### src/rtl/alu_op_sequencer_if.sv
// Request/response channels between the issuing unit and alu_op_sequencer.
// The issuer uses the master modport and the sequencer uses the slave modport.
interface alu_op_sequencer_if;
  logic        req_valid;
  logic        req_ready;
  logic [5:0]  req_func;
  logic [31:0] req_a;
  logic [31:0] req_b;
  logic        rsp_valid;
  logic        rsp_ready;
  logic [31:0] rsp_hi;
  logic [31:0] rsp_lo;
  logic        rsp_err;

  modport master (
    output req_valid, req_func, req_a, req_b, rsp_ready,
    input  req_ready, rsp_valid, rsp_hi, rsp_lo, rsp_err
  );

  modport slave (
    input  req_valid, req_func, req_a, req_b, rsp_ready,
    output req_ready, rsp_valid, rsp_hi, rsp_lo, rsp_err
  );
endinterface

### src/rtl/alu_op_sequencer.sv
// Front-end sequencer for the TotalALU datapath: one request in, one response out, MULT run as reset/run/MFHI/MFLO.
// Optional macro ALU_SEQ_ILLEGAL_CHK_EN answers unknown function codes with rsp_err instead of driving the ALU.
module alu_op_sequencer #(
  parameter int ALU_LAT    = 1,
  parameter int MUL_CYCLES = 34
) (
  input  logic                clk,
  input  logic                reset_n,
  alu_op_sequencer_if.slave   bus,
  output logic                busy,
  output logic                alu_reset,
  output logic [31:0]         alu_dataA,
  output logic [31:0]         alu_dataB,
  output logic [5:0]          alu_signal,
  input  logic [31:0]         alu_output
);

  localparam int CW = $clog2(MUL_CYCLES + 1);
  localparam logic [CW-1:0] LAT_LD = CW'(ALU_LAT);
  localparam logic [CW-1:0] MUL_LD = CW'(MUL_CYCLES);
  localparam logic [CW-1:0] ONE    = CW'(1);

  localparam logic [5:0] F_MULT = 6'd25;
  localparam logic [5:0] F_MFHI = 6'd16;
  localparam logic [5:0] F_MFLO = 6'd18;

  typedef enum logic [2:0] {IDLE, EXEC, MRST, MRUN, MFHI, MFLO, RESP} state_t;

  state_t        state, state_d;
  logic [CW-1:0] cnt, cnt_d;
  logic          alu_reset_d;
  logic [5:0]    sig_d;
  logic [31:0]   a_d, b_d;
  logic [31:0]   rsp_hi, rsp_hi_d, rsp_lo, rsp_lo_d;
  logic          rsp_err, rsp_err_d;
  logic          last;
  logic          illegal;

`ifdef ALU_SEQ_ILLEGAL_CHK_EN
  function automatic logic is_legal(input logic [5:0] f);
    case (f)
      6'd36, 6'd37, 6'd32, 6'd34, 6'd42, 6'd2, 6'd25: return 1'b1;
      default:                                         return 1'b0;
    endcase
  endfunction
  assign illegal = !is_legal(bus.req_func);
`else
  assign illegal = 1'b0;
`endif

  assign last          = (cnt == ONE);
  assign busy          = (state != IDLE);
  assign bus.req_ready = (state == IDLE);
  assign bus.rsp_valid = (state == RESP);
  assign bus.rsp_hi    = rsp_hi;
  assign bus.rsp_lo    = rsp_lo;
  assign bus.rsp_err   = rsp_err;

  // Every register holds by default; only the state being left or entered moves them.
  always_comb begin
    state_d     = state;
    cnt_d       = cnt;
    alu_reset_d = 1'b0;
    sig_d       = alu_signal;
    a_d         = alu_dataA;
    b_d         = alu_dataB;
    rsp_hi_d    = rsp_hi;
    rsp_lo_d    = rsp_lo;
    rsp_err_d   = rsp_err;
    case (state)
      IDLE: begin
        if (bus.req_valid) begin
          rsp_err_d = illegal;
          if (illegal) begin
            rsp_hi_d = '0;
            rsp_lo_d = '0;
            cnt_d    = '0;
            state_d  = RESP;
          end else begin
            a_d   = bus.req_a;
            b_d   = bus.req_b;
            sig_d = bus.req_func;
            if (bus.req_func == F_MULT) begin
              alu_reset_d = 1'b1;
              cnt_d       = ONE;
              state_d     = MRST;
            end else begin
              cnt_d   = LAT_LD;
              state_d = EXEC;
            end
          end
        end
      end
      EXEC: begin
        if (last) begin
          rsp_lo_d = alu_output;
          rsp_hi_d = '0;
          cnt_d    = '0;
          state_d  = RESP;
        end else begin
          cnt_d = cnt - ONE;
        end
      end
      MRST: begin
        cnt_d   = MUL_LD;
        state_d = MRUN;
      end
      MRUN: begin
        if (last) begin
          sig_d   = F_MFHI;
          cnt_d   = LAT_LD;
          state_d = MFHI;
        end else begin
          cnt_d = cnt - ONE;
        end
      end
      MFHI: begin
        if (last) begin
          rsp_hi_d = alu_output;
          sig_d    = F_MFLO;
          cnt_d    = LAT_LD;
          state_d  = MFLO;
        end else begin
          cnt_d = cnt - ONE;
        end
      end
      MFLO: begin
        if (last) begin
          rsp_lo_d = alu_output;
          cnt_d    = '0;
          state_d  = RESP;
        end else begin
          cnt_d = cnt - ONE;
        end
      end
      RESP: begin
        if (bus.rsp_ready) begin
          cnt_d   = '0;
          state_d = IDLE;
        end
      end
      default: state_d = IDLE;
    endcase
  end

  // Reset holds the ALU in reset too, so an aborted MULT leaves nothing behind.
  always_ff @(posedge clk or negedge reset_n) begin
    if (!reset_n) begin
      state      <= IDLE;
      cnt        <= '0;
      alu_reset  <= 1'b1;
      alu_signal <= '0;
      alu_dataA  <= '0;
      alu_dataB  <= '0;
      rsp_hi     <= '0;
      rsp_lo     <= '0;
      rsp_err    <= 1'b0;
    end else begin
      state      <= state_d;
      cnt        <= cnt_d;
      alu_reset  <= alu_reset_d;
      alu_signal <= sig_d;
      alu_dataA  <= a_d;
      alu_dataB  <= b_d;
      rsp_hi     <= rsp_hi_d;
      rsp_lo     <= rsp_lo_d;
      rsp_err    <= rsp_err_d;
    end
  end

endmodule
### src/flat_wrapper.sv
// flat-port wrapper written by rule: the top's interface ports become plain ports
module alu_op_sequencer_flat 
#(
  parameter int ALU_LAT    = 1,
  parameter int MUL_CYCLES = 34
)
  (clk, reset_n, busy, alu_reset, alu_dataA, alu_dataB, alu_signal, alu_output, bus_req_valid, bus_req_func, bus_req_a, bus_req_b, bus_rsp_ready, bus_req_ready, bus_rsp_valid, bus_rsp_hi, bus_rsp_lo, bus_rsp_err);
  alu_op_sequencer_if bus_i ();
  input  logic clk;
  input  logic reset_n;
  output logic busy;
  output logic alu_reset;
  output logic [31:0] alu_dataA;
  output logic [31:0] alu_dataB;
  output logic [5:0] alu_signal;
  input  logic [31:0] alu_output;
  input wire logic [$bits(bus_i.req_valid)-1:0] bus_req_valid;
  input wire logic [$bits(bus_i.req_func)-1:0] bus_req_func;
  input wire logic [$bits(bus_i.req_a)-1:0] bus_req_a;
  input wire logic [$bits(bus_i.req_b)-1:0] bus_req_b;
  input wire logic [$bits(bus_i.rsp_ready)-1:0] bus_rsp_ready;
  output wire logic [$bits(bus_i.req_ready)-1:0] bus_req_ready;
  output wire logic [$bits(bus_i.rsp_valid)-1:0] bus_rsp_valid;
  output wire logic [$bits(bus_i.rsp_hi)-1:0] bus_rsp_hi;
  output wire logic [$bits(bus_i.rsp_lo)-1:0] bus_rsp_lo;
  output wire logic [$bits(bus_i.rsp_err)-1:0] bus_rsp_err;
  assign bus_i.req_valid = bus_req_valid;
  assign bus_i.req_func = bus_req_func;
  assign bus_i.req_a = bus_req_a;
  assign bus_i.req_b = bus_req_b;
  assign bus_i.rsp_ready = bus_rsp_ready;
  assign bus_req_ready = bus_i.req_ready;
  assign bus_rsp_valid = bus_i.rsp_valid;
  assign bus_rsp_hi = bus_i.rsp_hi;
  assign bus_rsp_lo = bus_i.rsp_lo;
  assign bus_rsp_err = bus_i.rsp_err;
  alu_op_sequencer #(.ALU_LAT(ALU_LAT), .MUL_CYCLES(MUL_CYCLES)) u_core (.clk(clk), .reset_n(reset_n), .bus(bus_i), .busy(busy), .alu_reset(alu_reset), .alu_dataA(alu_dataA), .alu_dataB(alu_dataB), .alu_signal(alu_signal), .alu_output(alu_output));
endmodule
### config.mk
export PLATFORM = sky130hd
export DESIGN_NAME = alu_op_sequencer_flat
export DESIGN_NICKNAME = d
export VERILOG_FILES = /design/src/rtl/alu_op_sequencer_if.sv /design/src/rtl/alu_op_sequencer.sv /design/src/flat_wrapper.sv
export SDC_FILE = /design/constraint.sdc
export NUM_CORES = 1
export LEC_CHECK = 0
export BUFFER_PORTS_ARGS = -buffer_cell sky130_fd_sc_hd__buf_2
export CORE_ASPECT_RATIO = 0.5
export CORE_MARGIN = 3
export CORE_UTILIZATION = 43
export DETAILED_ROUTE_END_ITERATION = 8
export GPL_TIMING_DRIVEN = 0
export PLACE_DENSITY = 0.76
export SETUP_SLACK_MARGIN = 0.4
export SKIP_LAST_GASP = 1
export SYNTH_ARGS = -nofsm -noshare
export SYNTH_HDL_FRONTEND = slang
export SYNTH_SLANG_ARGS = --single-unit
### constraint.sdc
create_clock -name clk -period 1.85 [get_ports clk]
set_input_delay 0.37 -clock clk [delete_from_list [all_inputs] [get_ports clk]]
set_output_delay 0.37 -clock clk [all_outputs]
set_load 0.005 [all_outputs]
; Word level (Yosys, flattened, before mapping)
; Cells that the tools add are included.
; Widths: inputs -> output; s select.
[totals]
ff_bits = 144
inputBits = 106
word_cells = 58
[op_classes]
n_eq_ne = 14
n_mux = 22
n_reduce_logical = 13
add_sub_neg = 1
[ops]
columns = op, count
row1 = $mux 32, 2
row2 = $pmux 32 s2, 1
row3 = $mux 6, 7
row4 = $pmux 6 s5, 1
row5 = $pmux 3 s6, 1
row6 = $pmux 6 s3, 1
row7 = $mux 3, 5
row8 = $eq 3x3->1 const B, 3
row9 = $ne 2x1->1 const B, 4
row10 = $eq 3x2->1 const B, 2
row11 = $eq 6x1->1 const B, 1
row12 = $eq 6x5->1 const B, 1
row13 = $reduce_and 3->1, 2
row14 = $reduce_bool 3->1, 2
row15 = $sub 6x1->6 const B, 1
row16 = $reduce_and 5->1, 1
row17 = $reduce_bool 5->1, 1
row18 = $ne 2x2->1 const B, 2
row19 = $reduce_and 2->1, 2
row20 = $reduce_and 4->1, 1
row21 = $reduce_or 2->1, 2
row22 = $eq 3x1->1 const B, 1
row23 = $logic_not 3->1, 1
row24 = $mux 1, 3
row25 = 2 further kinds, 2

; Depth between registers and ports, before layout
; Gate-level depths: netlist (run 1).
[logic_depth]
ltp_word = 4
depth_mapped = 7

; Least setup slack after synthesis (run 1)
; No wires, ideal clock.
[synth_timing]
kind = register -> register
from = register u_core.cnt[2]
to = register u_core.alu_signal[1]
arrival_time_ns = 1.788
period_less_slack_ns = 1.915
stages_incl_launch_ff = 6
path_buffers = 1
setup_slack_ns = -0.065
path_cell_list = dfrtp_1 or3_4 nor4_4 a311o_1 buf_4 mux2_1
[synth_via]
elab_chain_len = 3
word_cells_on_any_way = 4
cone_classes = 3 x eq/ne / 1 x reduce/logical
[synth_lines]
columns = element, line
row1 = start: declaration, alu_op_sequencer.sv:30  ; logic [CW-1:0] cnt, cnt_d;
row2 = start signal: assignment, alu_op_sequencer.sv:160  ; cnt <= cnt_d;
row3 = $eq 6x1->1 (*), alu_op_sequencer.sv:51  ; assign last = (cnt == ONE);
row4 = $ne 2x1->1 (no source line), -
row5 = $reduce_and 4->1 (no source line) (*), -
row6 = end signal: assignment, alu_op_sequencer.sv:162  ; alu_signal <= sig_d;
row7 = end: declaration, alu_op_sequencer.sv:14  ; output logic [5:0] alu_signal,
; Mark *: on every way between the ends. The rest lies on a longest branch, timed or not.
; A chain may end at the register's enable or synchronous reset.

; Worst setup path after layout (run 1)
[layout_timing]
from = register u_core.cnt[3]
to = register u_core.rsp_lo[2], in the netlist u_core.bus.rsp_lo[2]
[layout_via]
elab_chain_len = 2
[layout_lines]
columns = element, line
row1 = $eq 6x1->1, alu_op_sequencer.sv:51
row2 = $reduce_and 2->1 (no source line), -
row3 = end signal: assignment, alu_op_sequencer.sv:166  ; rsp_lo <= rsp_lo_d;
row4 = end: declaration, alu_op_sequencer.sv:34  ; logic [31:0] rsp_hi, rsp_hi_d, rsp_lo, rsp_lo_d;
; Every way passes these cells.

==> metrics list, run 1 <==
- The flow ran to the end, but the final reports show violations.
- Violated checks: negative hold slack
- Worst ir drop on vdd: 0.8022 mV
- The first global-routing pass estimated 24630 um of wire.
* Power density over the cells: 1849 mW/mm2
- Counting flops with an async set or reset pin after synthesis yields a share of 100.0%.
* Crit path max-delay family: simple AND/OR/NAND/NOR gates
* Launch point of the worst path: u_core.cnt[3]$_DFFE_PN0P_
* Register bit count reported by yosys: 144
* Fill count: 858
* Hold violation count in the final report: 2
- Clock-pin slew was measured on the worst setup and hold paths at 60 ps.
- Depth of the critical timing path with buffers and inverters included: 7
- Final GP Congestion: 0.8145
- Die height: 87.55 um
* Startpoint Class: flop
- CTS Buf Count: 17
* Count of different cell masters after synthesis: 42
* Average via count per standard cell: 5.137
* Number of port buffers: 243
- Clock tree from TritonCTS: built
- Area of the multi-input gates: 0.002372 mm2
- Setup violations remaining at the end of the flow were counted as 0.
* Detailed router's first-iteration violation count: 249
- Deepest clock path buffer count: 2
- Worst hold slack: -2.139 ps
- The clock tree synthesis step divided the H-tree into 4 levels.
* Most common cell in the netlist: dfrtp_1
* Routed wire per std cell: 19.16 um
- Together, buffers and inverters on the worst path number 3.
* Slowest cell on crit path: dfrtp_2
- Relative slew slack: 51.51%
- Worst Path Class, Setup: reg -> reg
- Core Rows: 29
- At the worst endpoint, the arrival time is 2110 ps.
- For this run, the post-layout net count is 828.
* Pin count of the biggest net entering global routing: 80
- IO Pins: 245
- Net count after synthesis: 502
- Fraction of the yosys area taken by sequential cells: 63.03%
- After legalization and detailed placement, the total HPWL measured 10370 um.
* Area share of the largest cell type after synthesis: 62.57%
- In this run the critical register-to-register path is captured at u_core.bus.rsp_lo[2]$_DFFE_PN0P_.
- The largest single stage delay on the critical path is 400 ps.
- Tcrit/Tclk final: 97.90%
- Global routing used 21.24% of the available tracks across all layers.
- Class of the tightest hold or removal check: in -> async
- The tool flagged a number of max-cap violations equal to 0.
- Gate count after technology mapping: 394
* Most used flip-flop cell after synthesis: dfrtp_1
* Critical Path, Cell by Cell: buf_4, buf_6, nor3_4, and3_4, nand2_8, clkbuf_16, mux2_4
- During synthesis, Yosys emitted a total of 0 warnings.
- The number of global-route vias before repair is 4696.
* Area occupied by registers: 0.003607 mm2
- In this run, synthesis inferred 0 flip-flops with an integrated enable.
* Total Die Area: 0.01480 mm2
- Antenna violations before repair: 0
- The die is 169.1 um wide.
- After global routing the overflow that remains totals 0.
- Cell area reported after detailed placement: 0.007222 mm2
- Commonest cells in the synthesized netlist: dfrtp_1, mux2_2, a22o_1, buf_2, o21ai_0
- Clock skew on the completed layout was measured at 8.287 ps.
- The analysis attributes to cell leakage a power of 4.632 nW.
- The worst setup path is captured at a flop.
- Worst-Margin Slew: 727.4 ps
- The synthesized design spends more area on one cell type than any other, namely dfrtp_1.
* Number of clock sinks: 144
- In the routed design, unresolved DRC markers number 0.
* Highest net fanout along the worst path: 7
* Cts-stage hold buffer count: 0
- Count of antenna-violating nets left after detailed routing: 0
* Reg2Reg Depth: 7
- The worst register-to-register path begins at u_core.cnt[3]$_DFFE_PN0P_.
- Worst endpoint required time: 2150 ps
- Setup repair after global routing missed its margin: true
* FF-to-FF setup slack: 40 ps
- Leading cell types by total area after synthesis: dfrtp_1, mux2_2, a22o_1
* Shortest period the worst path allows: 1811 ps
* Highest clock frequency the design can meet: 552.1 MHz
* Netlist area before placement: 0.005719 mm2
* Initial core utilization: 44.53%
- Synthesis-to-finish area growth: 61.28%
* Utilization after layout: 71.81%
* Routed wire length: 17280 um
* Share of post-route cells with drive strength above 1: 67.49%
- A synthesized cell averages 14.52 um2.
* First drt pass iteration count: 5
* DR vias: 4634
- Core region area: 0.01284 mm2
- 0 antenna diodes ended up in the layout.
- Critical path capture point: u_core.bus.rsp_lo[2]$_DFFE_PN0P_
- Pins over their slew limit: 0
- Insertion delay to the later sink of the worst-skew pair: 420 ps
- The tree is rooted in a clkbuf_16.
- Cell area after layout: 0.009224 mm2
worst register-to-register path, delay by kind of cell, from the launching register on:
family        cells  cell delay, ps
simple gates      3             570
buf+inv           3             440
flops             1             400
mux               1             290
cell type report:
type | count | share of cell area [%]
tap | 170 | 2.306
buffer | 24 | 3.771
timing repair buffer | 307 | 22.31
multi-input combinational | 218 | 25.72
inverter | 8 | 0.3391
clock inverter | 13 | 1.791
clock buffer | 18 | 4.653
sequential | 144 | 39.11
cell usage in the layout (no fill, tap or decap), types with 5 or more instances in the layout:
cell / count
buf_2: 242
dfrtp_1: 141
mux2_4: 57
mux2_2: 41
a22o_1: 32
buf_6: 28
buf_4: 26
clkbuf_16: 24
buf_8: 8
buf_12: 8
nand2_1: 6
nor2_1: 6
buf_16: 6
a21oi_1: 5
o21ai_0: 5
power breakdown:
part           total, mW  internal (mW)  switching, mW
Clock               3.48           2.12           1.36
Combinational       8.13           4.86           3.27
Sequential          5.45           4.67          0.784
Total               17.1           11.7           5.41
layer usage:
metal / wire, um / global-route usage, %
met1: 6923 / 24.88
met2: 9354 / 39.66
met3: 626 / 3.832
met4: 375 / 8.383
met5: 0 / 0
stage by stage:
stage | TNS (ps) | setup slack [ps] | total power, mW | cells | hold WS [ps]
after global placement | -235300 | -1578 | 10.60 | 807 | 479.8
final | 0 | 38.77 | 17.06 | 902 | -2.139
after CTS | 0 | 24.34 | 15.73 | 879 | 22.56
after global routing | -16.41 | -16.41 | 17.99 | 902 | 43.41
after floorplan | 0 | 101.8 | 8.448 | 394 | 74.41
after detailed placement | -12170 | -159.0 | 10.83 | 808 | 458.7
how the worst min path moves through the flow:
stage	start	end	slack, ps
after floorplan	reset_n	u_core.alu_dataA[0]$_DFFE_PN0P_	70
after global placement	u_core.bus.rsp_hi[14]$_DFFE_PN0P_	u_core.bus.rsp_hi[14]$_DFFE_PN0P_	480
after detailed placement	reset_n	u_core.alu_dataB[26]$_DFFE_PN0P_	460
after CTS	reset_n	u_core.alu_dataB[26]$_DFFE_PN0P_	20
after global routing	reset_n	u_core.alu_dataA[31]$_DFFE_PN0P_	40
final	reset_n	u_core.alu_dataA[31]$_DFFE_PN0P_	-2
state kept, by name (all words and copies together) (netlist names):
register and flops:
u_core.alu_reset 1, u_core.state 3, u_core.cnt 6, u_core.bus.rsp_lo 32
u_core.alu_dataB 32, u_core.bus.rsp_hi 32, u_core.alu_signal 6, u_core.alu_dataA 32
timing repair:
action                     in CTS  in global routing
gates cloned                    9                  4
gates resized for setup        89                 94
setup endpoints to repair     145                146
setup buffers                  31                 19
pin swaps                      12                 19
logic make-up after synthesis:
group                      Yosys count  synth area share, %
DFF                                144                63.03
muxes                              103                20.17
AOI/OAI and AO/OA                   66                8.729
and+or+nand+nor                     44                4.398
buffers and inverters               32                2.866
adders and majority gates            2               0.4375
xor gates and xnor gates             2               0.3063
other                                1              0.06557
No activity file was read; power rests on OpenSTA's default activity.
==> run 2, diff against run 1 <==
--- a/config.mk
+++ b/config.mk
@@ -14,6 +14,8 @@
 export PLACE_DENSITY = 0.76
 export SETUP_SLACK_MARGIN = 0.4
 export SKIP_LAST_GASP = 1
+export SLEW_MARGIN = 20
 export SYNTH_ARGS = -nofsm -noshare
 export SYNTH_HDL_FRONTEND = slang
 export SYNTH_SLANG_ARGS = --single-unit
+export TNS_END_PERCENT = 20
==> constraint.sdc (replaced) <==
create_clock -name clk -period 1.6 [get_ports clk]
set_input_delay 0.32 -clock clk [delete_from_list [all_inputs] [get_ports clk]]
set_output_delay 0.32 -clock clk [all_outputs]
set_load 0.005 [all_outputs]
==> metrics list, run 2 (synthesis results as in run 1) <==
- Average via count per standard cell: 5.079
- Element type at the critical path end: flop
- Buffers inserted during clock tree synthesis total 17.
* Violated checks: negative hold slack, negative setup slack
* First-pass GRT wire length: 23410 um
- Startpoint Class: flop
- For this run, the detailed router's first-pass iteration total came to 4.
- The run finished, with violations left.
- In the final timing run, aggregate negative setup slack is -18990 ps.
* Highest net fanout along the worst path: 5
- Clock tree from TritonCTS: built
- Cell area reported after detailed placement: 0.007212 mm2
- CTS placed an instance of clkbuf_16 at the clock tree root.
* Final GP Congestion: 0.8906
- Clock network fraction of design power: 22.8%
- Area occupied by registers: 0.003607 mm2
* Power, Total: 18.63 mW
- Number of port buffers: 243
* Die height: 87.55 um
- Number of levels in the clock H-tree: 4
* Global router's overall resource usage: 20.16%
* Total instance count after detailed placement: 808
* Commonest non-fill, non-tap cell in the layout: buf_2
* Routed wire per std cell: 18.19 um
* Post-route worst setup slack: -195.4 ps
- At the end of the flow the core is filled with cells to 68.37%.
* Count of antenna-violating nets left after detailed routing: 0
- The tool flagged a number of max-cap violations equal to 0.
- Worst endpoint required time: 1890 ps
* Share of power burned in registers: 33.8%
* Insertion delay to the later sink of the worst-skew pair: 410 ps
- In this run the power density over the cells is 2121 mW/mm2.
- Measured against its own limit, the worst slew margin works out to 65.00%.
- Worst-Margin Slew: 525.0 ps
- For the final database, setup skew stands at 11.53 ps.
- Routed wire length: 16100 um
- IO Pins: 245
- Pins over their slew limit: 0
- The number of global-route vias before repair is 4480.
- The routed layout has 4495 vias.
- Class of the tightest hold or removal check: in -> async
* Number of standard cells in the final layout excluding fillers: 885
- The share of total power dissipated in combinational logic is 43.4%.
- The net count of the finished layout is 810.
* Net load switching power: 5.779 mW
* Post-DP HPWL: 10470 um
- Area of the multi-input gates: 0.002186 mm2
- The die covers 0.01480 mm2.
- The floorplan step set the die width to 169.1 um.
- The total overflow left after global routing is 0.
- Worst hold slack: -128.2 ps
- The filler cells instantiated in the layout total 893.
- For the worst setup path, the data arrival time is 2090 ps.
* Detailed router's first-iteration violation count: 251
* Number of antenna repair diodes: 0
- In the layout the commonest cells are buf_2, dfrtp_1, mux2_2.
* Worst ir drop on vdd: 0.9425 mV
* Cell area after layout: 0.008782 mm2
* Clock-pin slew of the registers on the worst-case setup and hold paths: 60 ps
- Net switching is 31.02% of the power.
- Internal power of the cells: 12.85 mW
- Leakage power: 4.396 nW
* Core region area: 0.01284 mm2
* Antenna violations before repair: 0
- Deepest clock path buffer count: 2
* Number of clock sinks: 144
- Share of post-route cells with drive strength above 1: 64.62%
- The number of hold violations in the final report came to 68.
* Pin count of the biggest net entering global routing: 77
- Tcrit/Tclk final: 112.2%
- Synthesis-to-finish area growth: 53.55%
- For the finished layout, the period the worst path requires is 1795 ps.
* Detailed-route DRC error count: 0
- The worst setup path is of the reg -> reg kind.
- Core Rows: 29
- Highest clock frequency the design can meet: 557.0 MHz
- Setup violations remaining at the end of the flow were counted as 139.
- Setup repair after global routing missed its margin: true
* Initial core utilization: 44.53%
==> run 2: changes by cell type in the layout (fill, tap and decap cells not counted), sizes merged <==
cell      change
buf          -12
clkbuf        -4
clkinvlp      -2
bufinv        +1
==> run 2: worst max-delay path, stage by stage, from the launching register on <==
cell and delay, ps:
dfrtp_1 390, clkbuf_8 140, nand2b_4 150, nor3_4 220, buf_6 180, buf_6 90, buf_6 90, buf_16 110
mux2_4 290
==> run 2: power groups by stage <==
stage	combinational (mW)	clock (mW)	sequential [mW]
final	8.09	4.24	6.30
after global placement	6.01	0	6.22
after CTS	7.45	4.30	6.27
after global routing	8.70	4.51	6.51
after floorplan	3.32	0	6.43
after detailed placement	6.18	0	6.31
==> run 2: per-stage QoR <==
| stage | setup WS [ps] | hold WS, ps |
|---|---|---|
| floorplan | -148.2 | 24.41 |
| global placement | -1786 | 479.8 |
| detailed placement | -578.7 | 322.5 |
| CTS | -221.4 | -114.2 |
| global route | -280.9 | -104.8 |
| finish | -195.4 | -128.2 |
==> run 2: path summary, 6_finish.rpt <==
| check | from | endpoint | slack (ps) | cells after the start |
|---|---|---|---|---|
| max in group asynchronous | reset_n | u_core.alu_reset$_DFF_PN1_ | 940 | 2 |
| worst max-delay path | u_core.state[2]$_DFFE_PN0P_ | u_core.alu_dataA[31]$_DFFE_PN0P_ | -200 | 8 |
| min in group clk | bus_req_b[20] | u_core.alu_dataB[20]$_DFFE_PN0P_ | 130 | 2 |
| worst max register to register | u_core.state[2]$_DFFE_PN0P_ | u_core.alu_dataA[31]$_DFFE_PN0P_ | -200 | 8 |
| worst min-delay path | reset_n | u_core.alu_dataA[19]$_DFFE_PN0P_ | -130 | 1 |
| worst min register to register | u_core.bus.rsp_hi[10]$_DFFE_PN0P_ | u_core.bus.rsp_hi[10]$_DFFE_PN0P_ | 490 | 1 |
==> run 2: cell type report <==
type                       count  area share, %
timing repair buffer         289          20.93
tap                          170          2.422
inverter                       8         0.3847
clock buffer                  20          5.086
sequential                   144          41.07
multi-input combinational    218          24.89
clock inverter                12          2.080
buffer                        24          3.134
==> run 2: layer usage <==
layer,track usage [%],routed length (um),vias to the layer above
li1,-,-,2050
met1,23.87,6286,2274
met2,37.11,8686,143
met3,4.193,764,28
met4,7.418,364,0
met5,0,0,-
==> run 2: repair_timing <==
action | CTS | global route
cloned | 5 | 6
setup endpoints to repair | 282 | 282
pin swaps | 4 | 9
hold endpoints to repair | 68 | 68
buffers inserted | 20 | 14
gates resized for setup | 74 | 52
==> run 3, diff against run 2 <==
--- a/config.mk
+++ b/config.mk
@@ -6,12 +6,14 @@
 export NUM_CORES = 1
 export LEC_CHECK = 0
 export BUFFER_PORTS_ARGS = -buffer_cell sky130_fd_sc_hd__buf_2
+export CELL_PAD_IN_SITES_DETAIL_PLACEMENT = 2
+export CELL_PAD_IN_SITES_GLOBAL_PLACEMENT = 2
 export CORE_ASPECT_RATIO = 0.5
 export CORE_MARGIN = 3
-export CORE_UTILIZATION = 43
+export CORE_UTILIZATION = 27
 export DETAILED_ROUTE_END_ITERATION = 8
 export GPL_TIMING_DRIVEN = 0
-export PLACE_DENSITY = 0.76
+export PLACE_DENSITY = 0.81
 export SETUP_SLACK_MARGIN = 0.4
 export SKIP_LAST_GASP = 1
 export SLEW_MARGIN = 20
==> metrics list, run 3 (synthesis results as in run 1) <==
* Average via count per standard cell: 4.709
- Global router's overall resource usage: 18.10%
- The region available for standard cell placement spans 0.02009 mm2.
* DR vias: 4662
- Routed wire per std cell: 22.51 um
- The routed design has 22280 um of wire.
- Via count of the first global-routing pass: 5176
- Tcrit/Tclk final: 116.6%
- Post-route worst setup slack: -265.2 ps
- Worst clock skew: 13.36 ps
* Critical path capture point: u_core.bus.rsp_hi[7]$_DFFE_PN0P_
- Leftover overflow at the end of global routing: 0
* Shortest period the worst path allows: 1865 ps
* Horiz. Die Dim: 211.8 um
* Final setup vio count: 142
- Setup repair after global routing could not meet its margin everywhere.
- FF-to-FF setup slack: -270 ps
- The final count of pins violating max slew came to 0.
- Launch point of the worst path: u_core.cnt[3]$_DFFE_PN0P_
- Number of maximum-capacitance violations: 0
- Hold violation count in the final report: 81
- Commonest non-fill, non-tap cells in the layout: buf_2, dfrtp_1, mux2_2, mux2_4, a22o_1
* Utilization after layout: 45.32%
- The first global-routing pass estimated 31310 um of wire.
- Final hold analysis gives a worst-case slack of -105.8 ps.
- Final layout net count: 819
- Including well taps, the total number of placed cells is 904.
- Entering global routing, the biggest net connects 83 pins.
- From bottom edge to top edge, the die measures 108.9 um.
* Delay of the slowest cell on the worst path: 430 ps
* Clock-pin slew of the registers on the worst-case setup and hold paths: 60 ps
- The worst setup path is launched from a flop.
* Worst ir drop on vdd: 0.8169 mV
- Counting both buffers and inverters, the worst setup path holds a total of 3.
- Number of port buffers: 243
* Depth of the critical timing path with buffers and inverters included: 7
- The initial antenna violation count came to 0.
- Total Die Area: 0.02307 mm2
* Clock root buffer: clkbuf_16
- STA puts the critical path data arrival time at 2170 ps.
- Commonest non-fill, non-tap cell in the layout: buf_2
- Power density over the cells: 2145 mW/mm2
* Highest net fanout along the worst path: 7
* Slowest cell on crit path: or3_4
- Compared with the post-synthesis result, the final layout area differs by 59.20%.
- Setup TNS: -28890 ps
- The clock drives 144 sinks.
- In this run the core area contains 36 standard-cell rows.
* IO Pins: 245
- Cell seen most often among critical-path stages: buf_4
- The count of nets left with antenna violations once routing finished came out at 0.
- Final GP Congestion: 0.7597
* Clock tree from TritonCTS: built
- CTS Buf Count: 17
* Initial core utilization: 28.47%
- At the pin with the least slew margin, the transition time is 662.4 ps.
* Insertion delay to the later sink of the worst-skew pair: 430 ps
- The clock passes through at most 2 buffers.
* Detailed-route DRC error count: 0
- Class of the tightest hold or removal check: in -> async
- Number of standard cells in the final layout excluding fillers: 990
- Timing would allow up to 536.1 MHz.
- Share of post-route cells with drive strength above 1: 65.33%
* Detailed router's first-iteration violation count: 192
- The H-tree generated during clock tree synthesis spans 4 levels.
* Violated checks: negative hold slack, negative setup slack
- At the worst endpoint, the required time is 1900 ps.
* Status: finished with violations
- In this run the tightest slew margin relative to its limit is 55.84%.
* Reg2Reg Depth: 7
- The worst register-to-register path ends at u_core.bus.rsp_hi[7]$_DFFE_PN0P_.
- The setup path with the least slack is of type reg -> reg.
- Post-DP HPWL: 14180 um
* Crit path max-delay family: simple AND/OR/NAND/NOR gates
- Number of antenna repair diodes: 0
- Start of the worst register-to-register path: u_core.cnt[3]$_DFFE_PN0P_
- First drt pass iteration count: 4
* Element type at the critical path end: flop
* Critical Path, Cell by Cell: or3_4, nor2_4, o211ai_1, buf_4, buf_4, clkbuf_8, a22o_1
- For this design the static power due to leakage is 4.511 nW.
run 3: changes by cell type in the layout (fill, tap and decap cells not counted), moves of 2 or more:
| cell | delta |
|---|---|
| buf_12 | +2 |
| buf_16 | +2 |
| buf_6 | +3 |
| buf_8 | +2 |
| clkbuf_1 | -2 |
| clkbuf_8 | +2 |
| clkinv_2 | +2 |
| clkinv_4 | -3 |
| clkinvlp_4 | +2 |
| mux2_2 | -16 |
| mux2_4 | +16 |
run 3: what timing repair did:
| item | CTS | global route |
|---|---|---|
| pin swaps | 4 | 8 |
| endpoints found under the hold margin | 81 | 81 |
| endpoints found under the setup margin | 282 | 282 |
| gates resized for setup | 84 | 67 |
| setup buffers | 24 | 18 |
| gates cloned | 8 | 4 |
run 3: worst min-delay path by stage:
stage | from | endpoint | slack (ps) | depth (start not counted)
2_1_floorplan | reset_n | u_core.alu_dataA[0]$_DFFE_PN0P_ | 20 | 0
3_3_place_gp | u_core.bus.rsp_hi[4]$_DFFE_PN0P_ | u_core.bus.rsp_hi[4]$_DFFE_PN0P_ | 480 | 1
3_5_place_dp | reset_n | u_core.cnt[5]$_DFFE_PN0P_ | 360 | 1
4_1_cts | reset_n | u_core.cnt[5]$_DFFE_PN0P_ | -100 | 1
5_1_grt | reset_n | u_core.cnt[5]$_DFFE_PN0P_ | -70 | 1
6_report | reset_n | u_core.cnt[5]$_DFFE_PN0P_ | -110 | 1
run 3: per-stage QoR:
| stage | total power [mW] | area, um2 | hold WS [ps] | setup slack (ps) |
|---|---|---|---|---|
| floorplan | 9.746 | 5746 | 24.41 | -148.2 |
| global placement | 12.46 | 7295 | 479.9 | -1884 |
| detailed placement | 12.96 | 7332 | 360.9 | -664.6 |
| CTS | 18.70 | 8633 | -96.13 | -343.5 |
| global route | 20.69 | 9105 | -69.21 | -327.0 |
| finish | 19.53 | 9105 | -105.8 | -265.2 |
run 3: power breakdown:
group | switching [mW] | total, mW | internal [mW]
Combinational | 3.77 | 8.90 | 5.12
Clock | 1.64 | 4.18 | 2.54
Sequential | 1.04 | 6.45 | 5.40
Total | 6.46 | 19.5 | 13.1
run 3: per-layer routing:
metal	wire length, um	vias up	share of wire, %	GRT usage [%]
met2	12440	109	56	34.74
met3	572	32	2.6	3.191
li1	-	2067	-	-
met4	489	0	2.2	6.444
met1	8774	2454	39	20.40
met5	0	-	0	0
run 3: final cells by class:
cell class              instances  area (um2)
fillers                      2015       10980
flip-flops and latches        144        3608
multi-input cells             218        2253
repair buffers                298        1968
clock buffers                  19       452.9
well taps                     266       332.8
plain buffers                  24       295.3
clock inverters                13       160.2
inverters                       8       33.78
